===== config.mk =====
export PLATFORM = sky130hd
export DESIGN_NAME = multicycle_ctrl
export DESIGN_NICKNAME = d
export VERILOG_FILES = /design/src/rtl/mips_pkg.sv /design/src/rtl/ctrl_outdec.sv /design/src/rtl/multicycle_ctrl.sv
export SDC_FILE = /design/constraint.sdc
export NUM_CORES = 1
export LEC_CHECK = 0
export CORE_UTILIZATION = 65
export DETAILED_ROUTE_END_ITERATION = 10
export DONT_BUFFER_PORTS = 1
export GPL_TIMING_DRIVEN = 0
export HOLD_SLACK_MARGIN = 0.08
export PLACE_DENSITY = 0.78
export SLEW_MARGIN = 20
export SYNTH_ARGS = -nofsm -noshare
export SYNTH_HDL_FRONTEND = slang
export SYNTH_SLANG_ARGS = --single-unit
export TNS_END_PERCENT = 50

===== constraint.sdc =====
create_clock -name SYS_clk -period 5.1 [get_ports SYS_clk]
set_clock_uncertainty 0.2 [all_clocks]
set_input_delay 0.255 -clock SYS_clk [delete_from_list [all_inputs] [get_ports SYS_clk]]
set_output_delay 0.255 -clock SYS_clk [all_outputs]
set_load 0.03 [all_outputs]

===== src/rtl/mips_pkg.sv =====
// Shared encodings for the multi-cycle MIPS controller: opcodes, FSM states,
// PC source select, exception cause and ALU operation codes.
package mips_pkg;

  localparam logic [5:0] OP_RTYPE = 6'h00;
  localparam logic [5:0] OP_J     = 6'h02;
  localparam logic [5:0] OP_BEQ   = 6'h04;
  localparam logic [5:0] OP_ADDI  = 6'h08;
  localparam logic [5:0] OP_LW    = 6'h23;
  localparam logic [5:0] OP_SW    = 6'h2B;

  typedef enum logic [2:0] {
    ST_LOAD   = 3'd0,
    ST_FETCH  = 3'd1,
    ST_DECODE = 3'd2,
    ST_EXEC   = 3'd3,
    ST_MEM    = 3'd4,
    ST_WB     = 3'd5,
    ST_EXC    = 3'd6
  } state_t;

  localparam logic [2:0] PC_SRC_SEQ    = 3'd0;
  localparam logic [2:0] PC_SRC_BRANCH = 3'd1;
  localparam logic [2:0] PC_SRC_JUMP   = 3'd2;
  localparam logic [2:0] PC_SRC_EXC    = 3'd3;
  localparam logic [2:0] PC_SRC_LOAD   = 3'd4;

  localparam logic [1:0] CAUSE_NONE    = 2'd0;
  localparam logic [1:0] CAUSE_ILLEGAL = 2'd1;
  localparam logic [1:0] CAUSE_OVF     = 2'd2;

  localparam logic [1:0] ALU_ADD   = 2'b00;
  localparam logic [1:0] ALU_SUB   = 2'b01;
  localparam logic [1:0] ALU_FUNCT = 2'b10;

  function automatic logic op_legal(input logic [5:0] op);
    case (op)
      OP_RTYPE, OP_LW, OP_SW, OP_BEQ, OP_J, OP_ADDI: return 1'b1;
      default:                                       return 1'b0;
    endcase
  endfunction

endpackage


===== src/rtl/ctrl_outdec.sv =====
// Combinational decode of FSM state + opcode into datapath control strobes.
// Zero latency; no handshake, outputs follow state within the same cycle.
module ctrl_outdec
  import mips_pkg::*;
(
  input  logic [2:0] state,
  input  logic [5:0] opcode,
  input  logic       sys_load,
  input  logic       alu_zero,
  output logic       pc_write,
  output logic [2:0] pc_src,
  output logic       ir_write,
  output logic       reg_write,
  output logic       reg_dst,
  output logic       mem_to_reg,
  output logic       mem_read,
  output logic       mem_write,
  output logic       alu_src,
  output logic [1:0] alu_op,
  output logic       epc_write
);

  always_comb begin
    pc_write   = 1'b0;
    pc_src     = PC_SRC_SEQ;
    ir_write   = 1'b0;
    reg_write  = 1'b0;
    reg_dst    = 1'b0;
    mem_to_reg = 1'b0;
    mem_read   = 1'b0;
    mem_write  = 1'b0;
    alu_src    = 1'b0;
    alu_op     = ALU_ADD;
    epc_write  = 1'b0;

    case (state_t'(state))
      ST_LOAD: begin
        pc_write = 1'b1;
        pc_src   = PC_SRC_LOAD;
      end
      ST_FETCH: begin
        // A preload request pre-empts the fetch entirely: PC and IR stay put.
        if (!sys_load) begin
          ir_write = 1'b1;
          pc_write = 1'b1;
          pc_src   = PC_SRC_SEQ;
        end
      end
      ST_EXEC: begin
        case (opcode)
          OP_RTYPE: alu_op = ALU_FUNCT;
          OP_LW, OP_SW, OP_ADDI: begin
            alu_src = 1'b1;
            alu_op  = ALU_ADD;
          end
          OP_BEQ: begin
            alu_op   = ALU_SUB;
            pc_src   = PC_SRC_BRANCH;
            pc_write = alu_zero;
          end
          OP_J: begin
            pc_write = 1'b1;
            pc_src   = PC_SRC_JUMP;
          end
          default: ;
        endcase
      end
      ST_MEM: begin
        alu_src   = 1'b1;
        mem_read  = (opcode == OP_LW);
        mem_write = (opcode == OP_SW);
      end
      ST_WB: begin
        reg_write  = 1'b1;
        reg_dst    = (opcode == OP_RTYPE);
        mem_to_reg = (opcode == OP_LW);
      end
      ST_EXC: begin
        epc_write = 1'b1;
        pc_write  = 1'b1;
        pc_src    = PC_SRC_EXC;
      end
      default: ;
    endcase
  end

endmodule


===== src/rtl/multicycle_ctrl.sv =====
// Multi-cycle MIPS main controller: FETCH/DECODE/EXEC/MEM/WB sequencing with
// fixed MEM_LAT DMEM wait states, exception capture and a retired counter.
module multicycle_ctrl
  import mips_pkg::*;
#(
  parameter int MEM_LAT = 2,
  parameter int CNT_W   = 16
) (
  input  logic             SYS_clk,
  input  logic             SYS_reset,
  input  logic             SYS_load,
  input  logic [5:0]       CTRL_opcode,
  input  logic             CTRL_alu_zero,
  input  logic             CTRL_alu_ovf,
  output logic             CTRL_pc_write,
  output logic [2:0]       CTRL_pc_src,
  output logic             CTRL_ir_write,
  output logic             CTRL_reg_write,
  output logic             CTRL_reg_dst,
  output logic             CTRL_mem_to_reg,
  output logic             CTRL_mem_read,
  output logic             CTRL_mem_write,
  output logic             CTRL_alu_src,
  output logic [1:0]       CTRL_alu_op,
  output logic             CTRL_epc_write,
  output logic [1:0]       CTRL_cause,
  output logic [2:0]       CTRL_state,
  output logic [CNT_W-1:0] CTRL_retired
);

  localparam logic [3:0] MEM_LAST = 4'(MEM_LAT - 1);

  state_t           state_q, state_d;
  logic [3:0]       mem_cnt_q;
  logic [1:0]       cause_q, cause_d;
  logic [CNT_W-1:0] retired_q;
  logic             mem_last;
  logic             retire;

  assign mem_last = (state_q == ST_MEM) && (mem_cnt_q == MEM_LAST);

  // State register plus the wait and retire counters; reset overrides all.
  always_ff @(posedge SYS_clk) begin
    if (SYS_reset) begin
      state_q   <= ST_FETCH;
      mem_cnt_q <= 4'd0;
      cause_q   <= CAUSE_NONE;
      retired_q <= '0;
    end else begin
      state_q <= state_d;
      cause_q <= cause_d;
      if ((state_q == ST_MEM) && !mem_last) begin
        mem_cnt_q <= mem_cnt_q + 4'd1;
      end else begin
        mem_cnt_q <= 4'd0;
      end
      if (retire) begin
        retired_q <= retired_q + CNT_W'(1);
      end
    end
  end

  always_comb begin
    state_d = state_q;
    cause_d = cause_q;
    retire  = 1'b0;

    case (state_q)
      ST_LOAD:   state_d = SYS_load ? ST_LOAD : ST_FETCH;
      ST_FETCH:  state_d = SYS_load ? ST_LOAD : ST_DECODE;
      ST_DECODE: begin
        if (op_legal(CTRL_opcode)) begin
          state_d = ST_EXEC;
        end else begin
          state_d = ST_EXC;
          cause_d = CAUSE_ILLEGAL;
        end
      end
      ST_EXEC: begin
        case (CTRL_opcode)
          OP_RTYPE, OP_ADDI: begin
            // Overflow diverts to EXC so write-back never happens.
            if (CTRL_alu_ovf) begin
              state_d = ST_EXC;
              cause_d = CAUSE_OVF;
            end else begin
              state_d = ST_WB;
            end
          end
          OP_LW, OP_SW: state_d = ST_MEM;
          OP_BEQ, OP_J: begin
            state_d = ST_FETCH;
            retire  = 1'b1;
          end
          default: state_d = ST_FETCH;
        endcase
      end
      ST_MEM: begin
        if (mem_last) begin
          if (CTRL_opcode == OP_LW) begin
            state_d = ST_WB;
          end else begin
            state_d = ST_FETCH;
            retire  = (CTRL_opcode == OP_SW);
          end
        end
      end
      ST_WB: begin
        state_d = ST_FETCH;
        retire  = 1'b1;
      end
      ST_EXC:  state_d = ST_FETCH;
      default: state_d = ST_FETCH;
    endcase
  end

  ctrl_outdec u_outdec (
    .state      (state_q),
    .opcode     (CTRL_opcode),
    .sys_load   (SYS_load),
    .alu_zero   (CTRL_alu_zero),
    .pc_write   (CTRL_pc_write),
    .pc_src     (CTRL_pc_src),
    .ir_write   (CTRL_ir_write),
    .reg_write  (CTRL_reg_write),
    .reg_dst    (CTRL_reg_dst),
    .mem_to_reg (CTRL_mem_to_reg),
    .mem_read   (CTRL_mem_read),
    .mem_write  (CTRL_mem_write),
    .alu_src    (CTRL_alu_src),
    .alu_op     (CTRL_alu_op),
    .epc_write  (CTRL_epc_write)
  );

  assign CTRL_cause   = cause_q;
  assign CTRL_state   = state_q;
  assign CTRL_retired = retired_q;

endmodule


== After elaboration in Yosys (flattened, before gate mapping) ==
Index checks and enable logic that the tools add are counted.

* Order comparisons: 0
* Add/sub/neg operators: 2
* $mul: 0
* Divide/modulo/power cells: 0
* Bitwise operators: 1
* Shift operators: 0
* Mux-type cells: 34
* Equality and inequality tests: 16
* Reduce and logical (&&, ||, !) cells: 14

{| class="wikitable"
|+ Operators by type and width
! cell !! number
|-
| $add A16 B1 Y16 const B || 1
|-
| $mux W1 || 15
|-
| $pmux W3 S5 || 1
|-
| $eq A6 B6 Y1 const B || 2
|-
| $mux W2 || 6
|-
| $pmux W2 S2 || 3
|-
| $reduce_or A2 Y1 || 5
|-
| $eq A3 B3 Y1 const B || 3
|-
| $mux W3 || 3
|-
| $pmux W3 S3 || 1
|-
| $ne A2 B2 Y1 const B || 4
|-
| $eq A3 B2 Y1 const B || 2
|-
| $eq A6 B2 Y1 const B || 1
|-
| $eq A6 B3 Y1 const B || 1
|-
| $eq A6 B4 Y1 const B || 1
|-
| $logic_not A6 Y1 || 1
|-
| $pmux W1 S3 || 2
|-
| $pmux W3 S2 || 1
|-
| $reduce_or A6 Y1 || 1
|-
| $add A4 B1 Y4 const B || 1
|-
| $eq A4 B1 Y1 const B || 1
|-
| $pmux W1 S2 || 2
|-
| $reduce_and A4 Y1 || 1
|-
| $eq A3 B1 Y1 const B || 1
|-
| 6 further kinds || 7
|}

* Bits in read-only memories: 0
* Output and inout port bits: 35
* Bits in writable memories: 0
* Latch bits: 0
* Logic and storage cells: 71
* Memories: 0
* Register bits: 25
* Input bits: 11

== Depth between registers and ports, before layout ==
* Word-level depth: 6
* Gate-level depth with buffers: 7

== Cells and area by module ==
From an unflattened synthesis, not the netlist that was laid out.

* Cells, all modules: 202
* Area total of the unflattened synthesis: 1730.4 um2

{| class="wikitable"
|+ Modules (own cells, without submodules)
! module !! times used !! area an instance (um2) !! cells each
|-
| multicycle_ctrl || 1 || 1495.2 || 169
|-
| ctrl_outdec || 1 || 235.2 || 33
|}

== Worst setup path after synthesis ==
Ideal clock, no wire load.

* Path kind: register to output
* From: register state_q[1], in the netlist CTRL_state[1]
* To: output port CTRL_pc_write
* Data required time: 4645 ps
* Cell stages (with the launch flop): 5
* Path buffers: 0
* Arrival: 2803 ps
* Setup slack: 1842 ps
* Cells stage by stage: dfxtp_1 > or4bb_1 > nor4_1 > a31oi_1 > o21bai_1

* Longest elaborated chain between the ends: 3
* Elaborated cells between the ends (all ways): 6
* Classes of those cells: eq/ne: 3; mux: 1; reduce/logical: 2

{| class="wikitable"
|+ RTL lines
! element !! line !! RTL
|-
| start: declaration || multicycle_ctrl.sv:33 || <nowiki>state_t state_q, state_d;</nowiki>
|-
| start signal: assignment || multicycle_ctrl.sv:50 || <nowiki>state_q <= state_d;</nowiki>
|-
| $eq A3 B3 Y1 / $logic_not A3 Y1 (equally long branches) || ctrl_outdec.sv:36 || <nowiki>case (state_t'(state))</nowiki>
|-
| $reduce_or A2 Y1 (no source line) || n/a ||
|-
| $pmux W1 S3 * || ctrl_outdec.sv:36 ||
|-
| end: declaration || multicycle_ctrl.sv:15 || <nowiki>output logic CTRL_pc_write,</nowiki>
|}

Mark *: on every way between the ends. The rest lies on a longest branch, timed or not.

== Worst setup path after layout ==
Ends and elaborated chain as after synthesis.

==> flow_summary.json <==
{
  "cts-root-buf": "clkbuf_4",
  "syn-num-nets": 207,
  "grt_pass1_vias": 1321,
  "clk_pin_slew_ns": 0.15,
  "max_cap_viol_count": 0,
  "finish.net_count": 218,
  "startpoint_type": "register",
  "ir_drop_v": 0.000196,
  "slowest_delay_ns": 0.70,
  "place_congestion": 0.904,
  "first_iter_violations": 51,
  "min_path_type": "in2reg",
  "row_count": 17,
  "synth_cells": 193,
  "avgSynthCellArea_um2": 8.30,
  "grt_max_degree": 16,
  "report.final.slew_viol_count": 0,
  "ys_seq_area_frac": 0.312,
  "h-tree-depth": 1,
  "syn_area_mm2": 0.00160,
  "async_flop_share": 0,
  "detail_route.wirelength_um": 3730,
  "crit_type": "reg2out",
  "cp-startpoint": "CTRL_state[1]",
  "grt.total_usage": 0.292,
  "worstReg2RegStart": "CTRL_state[1]",
  "required_ns": 4.64,
  "die_w_um": 51.7,
  "holdCritStartpoint": "CTRL_opcode[5]",
  "synth_cell_type_count": 48,
  "overflow": 0,
  "power_mw": 0.396,
  "grt_pass1_wl_um": 5820,
  "worst-path-buf-inv": 0,
  "yosys.cell_count.top_type": "nor2_1",
  "hpwl_um": 2730,
  "holdWs_ns": 0.0897,
  "port_buffers": 0,
  "clk_latency_ns": 0.33,
  "ys_ff_latch": 25,
  "cts.path.max_buffers": 2,
  "fmax_ghz": 0.295,
  "power_density_mw_per_mm2": 228,
  "die-area_mm2": 0.00267,
  "path_max_fanout": 5,
  "antenna_found_initial": 0,
  "cp_top_family": "simple AND/OR/NAND/NOR gates",
  "viasPerCell": 6.38,
  "crit_chain": "or4bb_1 > nor4_2 > a31oi_1 > o21bai_1",
  "start_util": 0.704,
  "first_pass_iters": 4,
  "synth_edf_count": 0,
  "min_period_ns": 3.39,
  "setup_violations": 0,
  "drc": 0,
  "synth_area_leaders": "dfxtp_1 31%, mux2_2 7.7%, nor2_1 6.3%",
  "post-cts-setup-buffers": 0,
  "hold_viol": 0,
  "cts_tree": "built",
  "yosys.area.top_type": "dfxtp_1",
  "tightest_slew_ns": 1.02,
  "cp-end-kind": "primary output",
  "fin_setup_tns_ns": 0,
  "status": "finished, final reports clean",
  "cts_sinks": 25,
  "arrival_ns": 2.94,
  "core_mm2": 0.00228,
  "p_leak_nw": 0.603,
  "die_h_um": 51.7,
  "cts_buffers": 3,
  "period_share": 0.666,
  "ant_nets": 0,
  "drive_gt1_frac": 0.133,
  "cp_slowest_cell": "nor4_2",
  "synth_flop_cell": "dfxtp_1",
  "vias": 1473,
  "rsz0062_at_grt": "false",
  "synth_common_cells": "27 x nor2_1, 25 x dfxtp_1, 16 x nor2b_1",
  "wire_per_inst_um": 16.2,
  "io_pins": 46,
  "area_growth_pct": 8.59,
  "num_antenna_cells": 0,
  "slew_headroom": 0.317,
  "synth_top_area_frac": 0.312,
  "yosys_warnings": 0
}
==> sequential cells by signal, summed over array words and instances (netlist names) <==
name and flops:
CTRL_retired 16, CTRL_state 3, CTRL_cause 2, mem_cnt_q 4
==> repair_timing <==
item,CTS,global route
resized for setup,0,0
hold buffers,6,0
hold endpoints to repair,7,0
==> metrics by stage <==
step	instances	setup WS, ns	instance area (um2)	utilization
after floorplan	193	1.84	1600	-
after global placement	221	1.66	1640	0.720
after detailed placement	221	2.08	1650	0.725
after CTS	231	1.70	1740	0.765
after global routing	231	1.62	1740	0.765
final	231	1.71	1740	0.765
==> area by class of cell <==
class | instances | area (um2)
Buffer | 12 | 53.8
Inverter | 5 | 18.8
Clock buffer | 3 | 22.5
Fill cell | 176 | 536
Sequential cell | 25 | 500
Clock inverter | 1 | 7.51
Timing Repair Buffer | 6 | 60.1
Tap cell | 28 | 35.0
Multi-Input combinational cell | 151 | 1040
==> cells in the final DEF, fill, tap and decap left out, drive strengths merged, types with 2 or more instances in the layout <==
cell type,n
a2111oi,2
a211oi,4
a21boi,2
a21oi,11
a31oi,4
and4,2
buf,3
clkbuf,12
dfxtp,25
dlygate4sd3,6
ha,3
inv,5
mux2,14
nand2,9
nand3,8
nand3b,3
nand4,5
nand4b,2
nor2,27
nor2b,16
nor3,5
nor4,3
o21ai,6
o31ai,2
or3b,3
or4,2
xnor2,2
==> worst paths after layout <==
| check | to | slack [ns] | cells after the start |
|---|---|---|---|
| worst min-delay path | CTRL_state[2] | 0.09 | 3 |
| worst min register to register | mem_cnt_q[0] | 0.29 | 1 |
| worst max register to register | CTRL_retired[7] | 2.30 | 5 |
| worst max-delay path | CTRL_pc_write | 1.71 | 4 |
==> cells by family after synthesis <==
| family | count (synthesis) | share of synthesized area |
|---|---|---|
| compound gates | 38 | 0.183 |
| xor+xnor | 3 | 0.0164 |
| flops | 25 | 0.312 |
| fa+ha+maj | 3 | 0.0234 |
| mux | 14 | 0.0984 |
| simple gates | 93 | 0.321 |
| buf+inv | 17 | 0.0453 |
==> worst register-to-register path, cell delays in order (launching register included) <==
cell      delay, ns
dfxtp_1        0.59
or4bb_1        0.60
o31a_1         0.42
clkbuf_1       0.28
a21oi_1        0.24
mux2_2         0.36
==> metal layers <==
| layer | track usage | share of wire | up-vias |
|---|---|---|---|
| li1 | - | - | 720 |
| met1 | 0.355 | 0.42 | 685 |
| met2 | 0.502 | 0.49 | 61 |
| met3 | 0.0585 | 0.072 | 7 |
| met4 | 0.108 | 0.014 | 0 |
| met5 | 0 | 0 | - |
==> report_power, final <==
part,internal [mW],switching [mW]
combinational,0.0262,0.0555
sequential,0.201,0.0187
clock,0.0301,0.0647
total,0.257,0.139
(Power assumes the default switching activity.)
